File: config.mk
export PLATFORM = sky130hd
export DESIGN_NAME = fp_norm_lzc_pipe
export DESIGN_NICKNAME = d
export VERILOG_FILES = /design/src/rtl/fp_norm_lzc_pipe_pkg.sv /design/src/rtl/fp_norm_lzc_pipe_lzc_tree.sv /design/src/rtl/fp_norm_lzc_pipe.sv
export SDC_FILE = /design/constraint.sdc
export NUM_CORES = 1
export LEC_CHECK = 0
export BUFFER_PORTS_ARGS = -buffer_cell sky130_fd_sc_hd__buf_2
export CAP_MARGIN = 20
export CORE_MARGIN = 4
export CORE_UTILIZATION = 53
export CTS_CLUSTER_SIZE = 30
export DETAILED_ROUTE_END_ITERATION = 16
export GPL_ROUTABILITY_DRIVEN = 0
export PLACE_DENSITY = 0.77
export SLEW_MARGIN = 20
export SYNTH_ARGS = -nofsm -noshare
export SYNTH_HDL_FRONTEND = slang
export SYNTH_SLANG_ARGS = --single-unit
File: constraint.sdc
create_clock -name clk -period 2.93 [get_ports clk]
set_clock_uncertainty 0.2 [all_clocks]
set_input_delay 0.4395 -clock clk [delete_from_list [all_inputs] [get_ports clk]]
set_output_delay 0.4395 -clock clk [all_outputs]
set_load 0.01 [all_outputs]
File: src/rtl/fp_norm_lzc_pipe_pkg.sv
// Shared constants for the FP32 MAC normaliser: field widths, bias and the legacy count offset.
package fp_norm_lzc_pipe_pkg;

    localparam int unsigned FP32_EXP_W    = 8;
    localparam int unsigned FP32_MANT_W   = 23;
    localparam int unsigned EXP_BIAS      = 127;
    localparam int unsigned LEGACY_OFFSET = 1;

    function automatic int unsigned clog2_fn(input int unsigned v);
        int unsigned r;
        r = 0;
        while ((64'd1 << r) < 64'(v)) begin
            r++;
        end
        return r;
    endfunction

endpackage

File: src/rtl/fp_norm_lzc_pipe_lzc_tree.sv
// Combinational leading-zero counter: pads to a power of two with ones, then merges
// (valid, count) pairs level by level from the leaves up.
module fp_norm_lzc_pipe_lzc_tree
    import fp_norm_lzc_pipe_pkg::*;
#(
    parameter int unsigned WIDTH = 48,
    parameter int unsigned CNT_W = clog2_fn(WIDTH + 2)
) (
    input  logic [WIDTH-1:0] mant_i,
    output logic [CNT_W-1:0] lz_o,
    output logic             all_zero_o
);

    localparam int unsigned LEVELS = (WIDTH > 1) ? $clog2(WIDTH) : 1;
    localparam int unsigned PAD_W  = 1 << LEVELS;

    logic [PAD_W-1:0]  padded;
    logic              vld [LEVELS+1][PAD_W];
    logic [LEVELS-1:0] cnt [LEVELS+1][PAD_W];

    // Ones in the pad bits keep the padded count equal to WIDTH for an all-zero input.
    always_comb begin
        padded = '1;
        padded[PAD_W-1 -: WIDTH] = mant_i;
    end

    for (genvar j = 0; j < PAD_W; j++) begin : g_leaf
        assign vld[0][j] = padded[PAD_W-1-j];
        assign cnt[0][j] = '0;
    end

    for (genvar l = 0; l < LEVELS; l++) begin : g_lvl
        for (genvar j = 0; j < PAD_W; j++) begin : g_node
            if (j < (PAD_W >> (l + 1))) begin : g_merge
                assign vld[l+1][j] = vld[l][2*j] | vld[l][2*j+1];
                assign cnt[l+1][j] = vld[l][2*j] ? cnt[l][2*j]
                                                 : (cnt[l][2*j+1] | LEVELS'(1 << l));
            end else begin : g_idle
                assign vld[l+1][j] = 1'b0;
                assign cnt[l+1][j] = '0;
            end
        end
    end

    always_comb begin
        all_zero_o = ~|mant_i;
        lz_o       = all_zero_o ? CNT_W'(WIDTH) : CNT_W'(cnt[LEVELS][0]);
    end

endmodule

File: src/rtl/fp_norm_lzc_pipe.sv
// Pipelined mantissa normaliser: counts leading zeros, shifts the MSB to the top and adjusts
// the exponent, with valid/ready flow control through one or two register stages.
module fp_norm_lzc_pipe
    import fp_norm_lzc_pipe_pkg::*;
#(
    parameter int unsigned WIDTH       = 48,
    parameter int unsigned CNT_W       = clog2_fn(WIDTH + 2),
    parameter int unsigned EXP_W       = 10,
    parameter int unsigned PIPE_STAGES = 2,
    parameter int unsigned OFFSET      = LEGACY_OFFSET
) (
    input  logic             clk,
    input  logic             rst_n,
    input  logic             in_valid,
    output logic             in_ready,
    input  logic [WIDTH-1:0] in_mant,
    input  logic [EXP_W-1:0] in_exp,
    output logic             out_valid,
    input  logic             out_ready,
    output logic [WIDTH-1:0] out_mant,
    output logic [EXP_W-1:0] out_exp,
    output logic [CNT_W-1:0] lz_cnt,
    output logic             out_zero,
    output logic             out_uflow
);

    localparam int unsigned DIFF_W = EXP_W + 2;

    function automatic logic [WIDTH-1:0] barrel_shl(input logic [WIDTH-1:0] m,
                                                    input logic [CNT_W-1:0] sh);
        logic [WIDTH-1:0] r;
        r = m;
        for (int i = 0; i < CNT_W; i++) begin
            if (sh[i]) r = r << (1 << i);
        end
        return r;
    endfunction

    logic [CNT_W-1:0]  tree_lz;
    logic              tree_zero;

    logic [WIDTH-1:0]  src_mant;
    logic [EXP_W-1:0]  src_exp;
    logic [CNT_W-1:0]  src_lz;
    logic              src_zero;
    logic              load_out;

    logic [DIFF_W-1:0] exp_diff;
    logic [WIDTH-1:0]  res_mant;
    logic [EXP_W-1:0]  res_exp;
    logic [CNT_W-1:0]  res_cnt;
    logic              res_uflow;

    logic              out_valid_q;
    logic [WIDTH-1:0]  out_mant_q;
    logic [EXP_W-1:0]  out_exp_q;
    logic [CNT_W-1:0]  lz_cnt_q;
    logic              out_zero_q;
    logic              out_uflow_q;
    logic              out_free;

    fp_norm_lzc_pipe_lzc_tree #(
        .WIDTH (WIDTH),
        .CNT_W (CNT_W)
    ) u_lzc_tree (
        .mant_i     (in_mant),
        .lz_o       (tree_lz),
        .all_zero_o (tree_zero)
    );

    assign out_free = !out_valid_q || out_ready;

    if (PIPE_STAGES == 1) begin : g_one_stage
        assign in_ready = rst_n && out_free;
        assign load_out = in_valid && in_ready;
        assign src_mant = in_mant;
        assign src_exp  = in_exp;
        assign src_lz   = tree_lz;
        assign src_zero = tree_zero;
    end else begin : g_two_stage
        logic             s0_valid_q;
        logic [WIDTH-1:0] s0_mant_q;
        logic [EXP_W-1:0] s0_exp_q;
        logic [CNT_W-1:0] s0_lz_q;
        logic             s0_zero_q;
        logic             s0_adv;

        assign s0_adv   = s0_valid_q && out_free;
        assign in_ready = rst_n && (!s0_valid_q || s0_adv);
        assign load_out = s0_adv;

        always_ff @(posedge clk) begin
            if (!rst_n) begin
                s0_valid_q <= 1'b0;
                s0_mant_q  <= '0;
                s0_exp_q   <= '0;
                s0_lz_q    <= '0;
                s0_zero_q  <= 1'b0;
            end else if (in_valid && in_ready) begin
                s0_valid_q <= 1'b1;
                s0_mant_q  <= in_mant;
                s0_exp_q   <= in_exp;
                s0_lz_q    <= tree_lz;
                s0_zero_q  <= tree_zero;
            end else if (s0_adv) begin
                s0_valid_q <= 1'b0;
            end
        end

        assign src_mant = s0_mant_q;
        assign src_exp  = s0_exp_q;
        assign src_lz   = s0_lz_q;
        assign src_zero = s0_zero_q;
    end

    // Two guard bits so a negative in_exp minus a large count still compares correctly.
    always_comb begin
        exp_diff  = {{2{src_exp[EXP_W-1]}}, src_exp} - DIFF_W'(src_lz);
        res_mant  = src_zero ? '0 : barrel_shl(src_mant, src_lz);
        res_exp   = src_zero ? '0 : exp_diff[EXP_W-1:0];
        res_uflow = !src_zero && (signed'(exp_diff) <= 0);
        res_cnt   = src_lz + CNT_W'(OFFSET);
    end

    always_ff @(posedge clk) begin
        if (!rst_n) begin
            out_valid_q <= 1'b0;
            out_mant_q  <= '0;
            out_exp_q   <= '0;
            lz_cnt_q    <= '0;
            out_zero_q  <= 1'b0;
            out_uflow_q <= 1'b0;
        end else if (load_out) begin
            out_valid_q <= 1'b1;
            out_mant_q  <= res_mant;
            out_exp_q   <= res_exp;
            lz_cnt_q    <= res_cnt;
            out_zero_q  <= src_zero;
            out_uflow_q <= res_uflow;
        end else if (out_ready) begin
            out_valid_q <= 1'b0;
        end
    end

    assign out_valid = out_valid_q;
    assign out_mant  = out_mant_q;
    assign out_exp   = out_exp_q;
    assign lz_cnt    = lz_cnt_q;
    assign out_zero  = out_zero_q;
    assign out_uflow = out_uflow_q;

endmodule
* After elaboration in Yosys (flattened, before gate mapping)
Index checks and enable logic that the tools add are counted.
Widths: inputs -> output; s select.
** Operators by class
- Eq/ne operators :: 0
- Multiplexer cells :: 61
- Multiply operators :: 0
- Bitwise gates (word level) :: 46
- Divide/modulo/power cells :: 0
- Shift-type cells :: 0
- Add/subtract/negate cells :: 2
- Order comparisons :: 1
- Reductions and logical operators :: 13
** Operator list (number)
- $mux 48 :: 7
- $mux 6 :: 17
- $reduce_or 48->1 :: 1
- $or 1x1->1 :: 46
- $mux 1 :: 28
- $mux 5 :: 4
- $le 11x1->1 const B :: 1
- $sub 10x7->11 :: 1
- $mux 10 :: 1
- $mux 2 :: 4
- $add 6x1->6 const B :: 1
- $logic_and 1x1->1 :: 4
- $logic_not 1->1 :: 4
- $reduce_bool 2->1 :: 2
- $logic_or 1x1->1 :: 2
** Storage, ports and cells
- Bits in latches :: 0
- Bits in read-only memories :: 0
- Register bits :: 133
- Output and inout bits :: 68
- Memory bits (writable) :: 0
- Memories kept :: 0

* Depth between registers and ports, before layout
- Word-level depth :: 7
- Depth in mapped cells :: 12
- Gate-level depth less buffers :: 9

* Cells and area by module
Synthesis repeated with hierarchy kept, for this count alone.
** Unflattened totals
- Cell total of the unflattened synthesis :: 1100
- Area total of the unflattened synthesis :: 9007.4 µm²
** Modules (own cells, without submodules)
- fp_norm_lzc_pipe :: times used 1, seq. area each 2662.6 µm², area an instance 8404.3 µm², cells each 1013
- fp_norm_lzc_pipe_lzc_tree :: times used 1, seq. area each 0.0 µm², area an instance 603.1 µm², cells each 87

* Least setup slack after synthesis
OpenSTA, ideal clock, no wires.
- Kind :: register to register
- Start point :: reg g_two_stage.s0_lz_q[2]
- End point :: reg out_uflow_q (netlist: out_uflow)
- Path buffers :: 2
- Data required time :: 2643 ps
- Data arrival time :: 2513 ps
- Stages on the path, launching flop included :: 11
- Slack :: 130 ps
- Path through :: dfxtp_1 buf_6 inv_2 buf_1 ha_1 or2_2 o211a_1 a311o_1 xnor2_1 o31a_1 o31ai_1
** Between the ends
- Cells in the longest elaborated chain, start to end :: 3
** RTL lines
- from (decl) :: line fp_norm_lzc_pipe.sv:84 : logic [CNT_W-1:0] s0_lz_q;
- from (signal assigned) :: line fp_norm_lzc_pipe.sv:103 : s0_lz_q <= tree_lz;
- $sub 10x7->11 :: line fp_norm_lzc_pipe.sv:118 : exp_diff = {{2{src_exp[EXP_W-1]}}, src_exp} - DIFF_W'(src_lz);
- $le 11x1->1 :: line fp_norm_lzc_pipe.sv:121 : res_uflow = !src_zero && (signed'(exp_diff) <= 0);
- $logic_and 1x1->1 :: line fp_norm_lzc_pipe.sv:121
- to (signal assigned) :: line fp_norm_lzc_pipe.sv:139 : out_uflow_q <= res_uflow;
- to (decl) :: line fp_norm_lzc_pipe.sv:59 : logic out_uflow_q;
Every way passes these cells.
A chain may end at the register's enable or synchronous reset.

* Worst setup path in the final report
- Start point :: reg g_two_stage.s0_lz_q[1]
- End point :: reg out_mant_q[40] (netlist: out_mant[40])
** Between the ends
- Cells in the longest elaborated chain, start to end :: 6
** RTL lines
- $mux 48 (5 in a row) :: line fp_norm_lzc_pipe.sv:34 : if (sh[i]) r = r << (1 << i);
- $mux 48 :: line fp_norm_lzc_pipe.sv:119 : res_mant = src_zero ? '0 : barrel_shl(src_mant, src_lz);
- to (signal assigned) :: line fp_norm_lzc_pipe.sv:135 : out_mant_q <= res_mant;
- to (decl) :: line fp_norm_lzc_pipe.sv:55 : logic [WIDTH-1:0] out_mant_q;
Every way passes these cells.

==> impl_metrics.yaml <==
floorplan:
  rows: 46
  ios: 130
  die_h_microns: 136
  die_x_microns: 136
  dieArea_sq_mm: 0.0185
  initial_core_util: 0.544
  core_area_sq_mm: 0.0159
sta:
  rsz0062_at_grt: "no"
  slew_violations: 0
  max_slew.worst_pin.slew_ns: 1.08
  max_slew_margin: 0.279
  setup_tns_ns: 0
  period_share: 0.916
  final-hold-violation-count: 0
  timing.fmax_mhz: 372
  finalSetupViolCount: 0
  period_needed_ns: 2.68
clocking:
  cts_buffer_depth: 2
  cts_sinks: 133
  cts_made_buffers: 17
  root_buffer: "clkbuf_16"
  cts_tree: "built"
  htree_levels: 4
  clkTransAtPathRegs_ns: 0.06
  clock_latency_ns: 0.43
  postCtsSetupRepairBufs: 0
route:
  post_drt_wl_per_cell_microns: 20.1
  vias: 8856
  totalWireLength_mm: 27.9
  drc: 0
  drt_iter0_drc: 1208
  drt_first_pass_iters: 6
  postRouteAntennaNets: 0
  viasPerCell: 6.36
place:
  dp_hpwl_mm: 20.7
  placed_cells: 1354
  place.port_buffers: 129
pwr:
  power.total_w: 0.00507
  irDropWorstVdd_v: 0.000412
  powerDensity_mw_per_mm2: 502
  p_leak_nw: 4.17
setup_path:
  cp_cell_sequence: "buf_4 > mux2i_1 > o22ai_1 > a211o_1 > mux2i_1 > o22ai_1 > a22o_1"
  endpoint_kind: "flop"
  slowest_delay_ns: 0.64
  critical_path.slowest_cell: "dfxtp_2"
  path_max_fanout: 22
  critPathLaunchType: "flop"
  cp.required_ns: 3.04
  path_class: "reg -> reg"
  arrival_ns: 2.79
cells_and_area:
  antenna_cells: 0
  areaGrowthSynthToFinish_pct: 16.5
  drive_above_1_share: 0.246
  fin_cells: 1393
  fin_nets: 1234
  utilization: 0.633
global_routing:
  top_usage_layer: "met2"
  antenna_found_initial: 0
  grt_max_degree: 67
  grtUsageMet2: 0.452
  track_usage: 0.302
  grt_overflow: 0
  grt_use_met1: 0.417
  grt_pass1_vias: 8226
  grt_pass1_wl_mm: 43.9
  use_met3: 0.0699
yosys:
  synth-edff-count: 0
  synth_cells: 1050
  ys_types: 71
  syn-num-nets: 1120
  yosysWarnings: 0
  syn_area_sq_mm: 0.00867
  synth.avg_cell_area_sq_um: 8.25
  synthFlopType: "dfxtp_1"
  synth-async-reset-ratio: 0
  ys_seq_elements: 133
  seq_area_frac_synth: 0.307
run:
  maxCapViolations: 0
worst_hold_path:
  hold_class: "in -> reg"
outcome:
  status: "completed"
timing repair:
action                                 4_1_cts  5_1_grt
setup endpoints to repair                    0        0
gates resized for setup                      0        0
hold buffers                                 7        0
endpoints found under the hold margin        7        0
cell families (layout without fill, tap and decap cells):
logic type / Yosys count / after routing / synth area share
AND/OR/NAND/NOR: 436 / 436 / 0.220
adder cells (fa/ha/maj): 8 / 8 / 0.0124
AO/OA/AOI/OAI: 239 / 239 / 0.188
buffers and inverters: 103 / 230 / 0.0593
XOR/XNOR: 12 / 12 / 0.0121
multiplexers: 119 / 119 / 0.201
flip-flops: 133 / 133 / 0.307
path summary, 6_finish.rpt:
| kind | from | endpoint | slack, ns | depth (start not counted) |
|---|---|---|---|---|
| max reg2reg | g_two_stage.s0_lz_q[1] | out_mant[40] | 0.25 | 7 |
| max | g_two_stage.s0_lz_q[1] | out_mant[40] | 0.25 | 7 |
| min | in_exp[2] | g_two_stage.s0_exp_q[2] | 0.01 | 3 |
| min reg2reg | out_mant[42] | out_mant[42] | 0.24 | 2 |
Yosys cell counts (5+ instances only):
cell type,count,area (sq um)
a22o_1,5,43.8
buf_1,9,33.8
a21oi_1,49,245
mux2i_1,48,480
inv_1,17,63.8
buf_4,9,67.6
ha_1,7,87.6
dfxtp_1,133,2660
nor2b_1,10,62.6
and2_1,8,50.1
nand2_1,198,743
a211oi_1,12,90.1
o21a_1,5,37.5
and3_1,5,31.3
o21ai_1,6,30.0
a221oi_1,11,96.3
nor2_1,87,327
clkbuf_1,41,154
o21ai_0,44,220
o31ai_1,10,75.1
xnor2_1,10,87.6
a22oi_1,23,173
nor4_1,13,81.3
o221ai_1,9,78.8
o22ai_1,10,62.6
buf_6,9,101
a31oi_1,6,37.5
nand3_1,68,340
o211ai_1,9,67.6
nor3_1,21,105
nand2b_1,10,62.6
mux2_2,30,338
mux4_2,39,878
buf_2,12,60.1
power by group:
group          internal (W)  switching [W]  leakage, nW
registers           0.00192       0.000138         1.09
logic              0.000464       0.000625         2.83
clock network       0.00109       0.000840        0.253
total               0.00347        0.00160         4.17
layer usage:
metal  share of wire  routed length (microns)
met2            0.43                    12000
met4           0.038                     1050
met3            0.11                     3140
met1            0.42                    11800
met5               0                        0
worst max-delay path: cells and delay by family (launching register included):
| family | cells | cell delay, ns |
|---|---|---|
| DFF | 1 | 0.64 |
| muxes | 2 | 0.55 |
| AOI/OAI and AO/OA | 4 | 0.80 |
| buffers and inverters | 1 | 0.37 |
sequential cells by signal, summed over array words and instances (netlist names), 6 cells and up:
name	cells
out_mant	48
g_two_stage.s0_lz_q	6
g_two_stage.s0_exp_q	10
lz_cnt	6
g_two_stage.s0_mant_q	48
out_exp	10
placed cells by master, fill, tap and decap left out, drive strengths merged, types with 21 or more instances in the layout:
cell type / n
o21ai: 51
buf: 169
a22oi: 23
dfxtp: 133
a21oi: 49
nand3: 68
mux4: 40
nand2: 198
mux2: 31
nor3: 21
nor2: 87
inv: 24
mux2i: 48
cell type report:
type                            count  area (sq um)
Clock buffer                       18           429
Clock inverter                     14           106
Sequential cell                   133          2670
Timing Repair Buffer              176          1040
Multi-Input combinational cell    814          5500
Inverter                           22          82.6
Fill cell                        1396          5850
Tap cell                          216           270
stage by stage:
stage	hold WS [ns]	instance area [sq um]	setup WS, ns
global route	0.0319	10100	0.124
global placement	0.226	9490	0.302
finish	0.0139	10100	0.245
CTS	0.00331	10100	0.275
floorplan	0.231	8670	0.130
detailed placement	0.234	9490	0.289
Power figures use the tool's default switching activity.
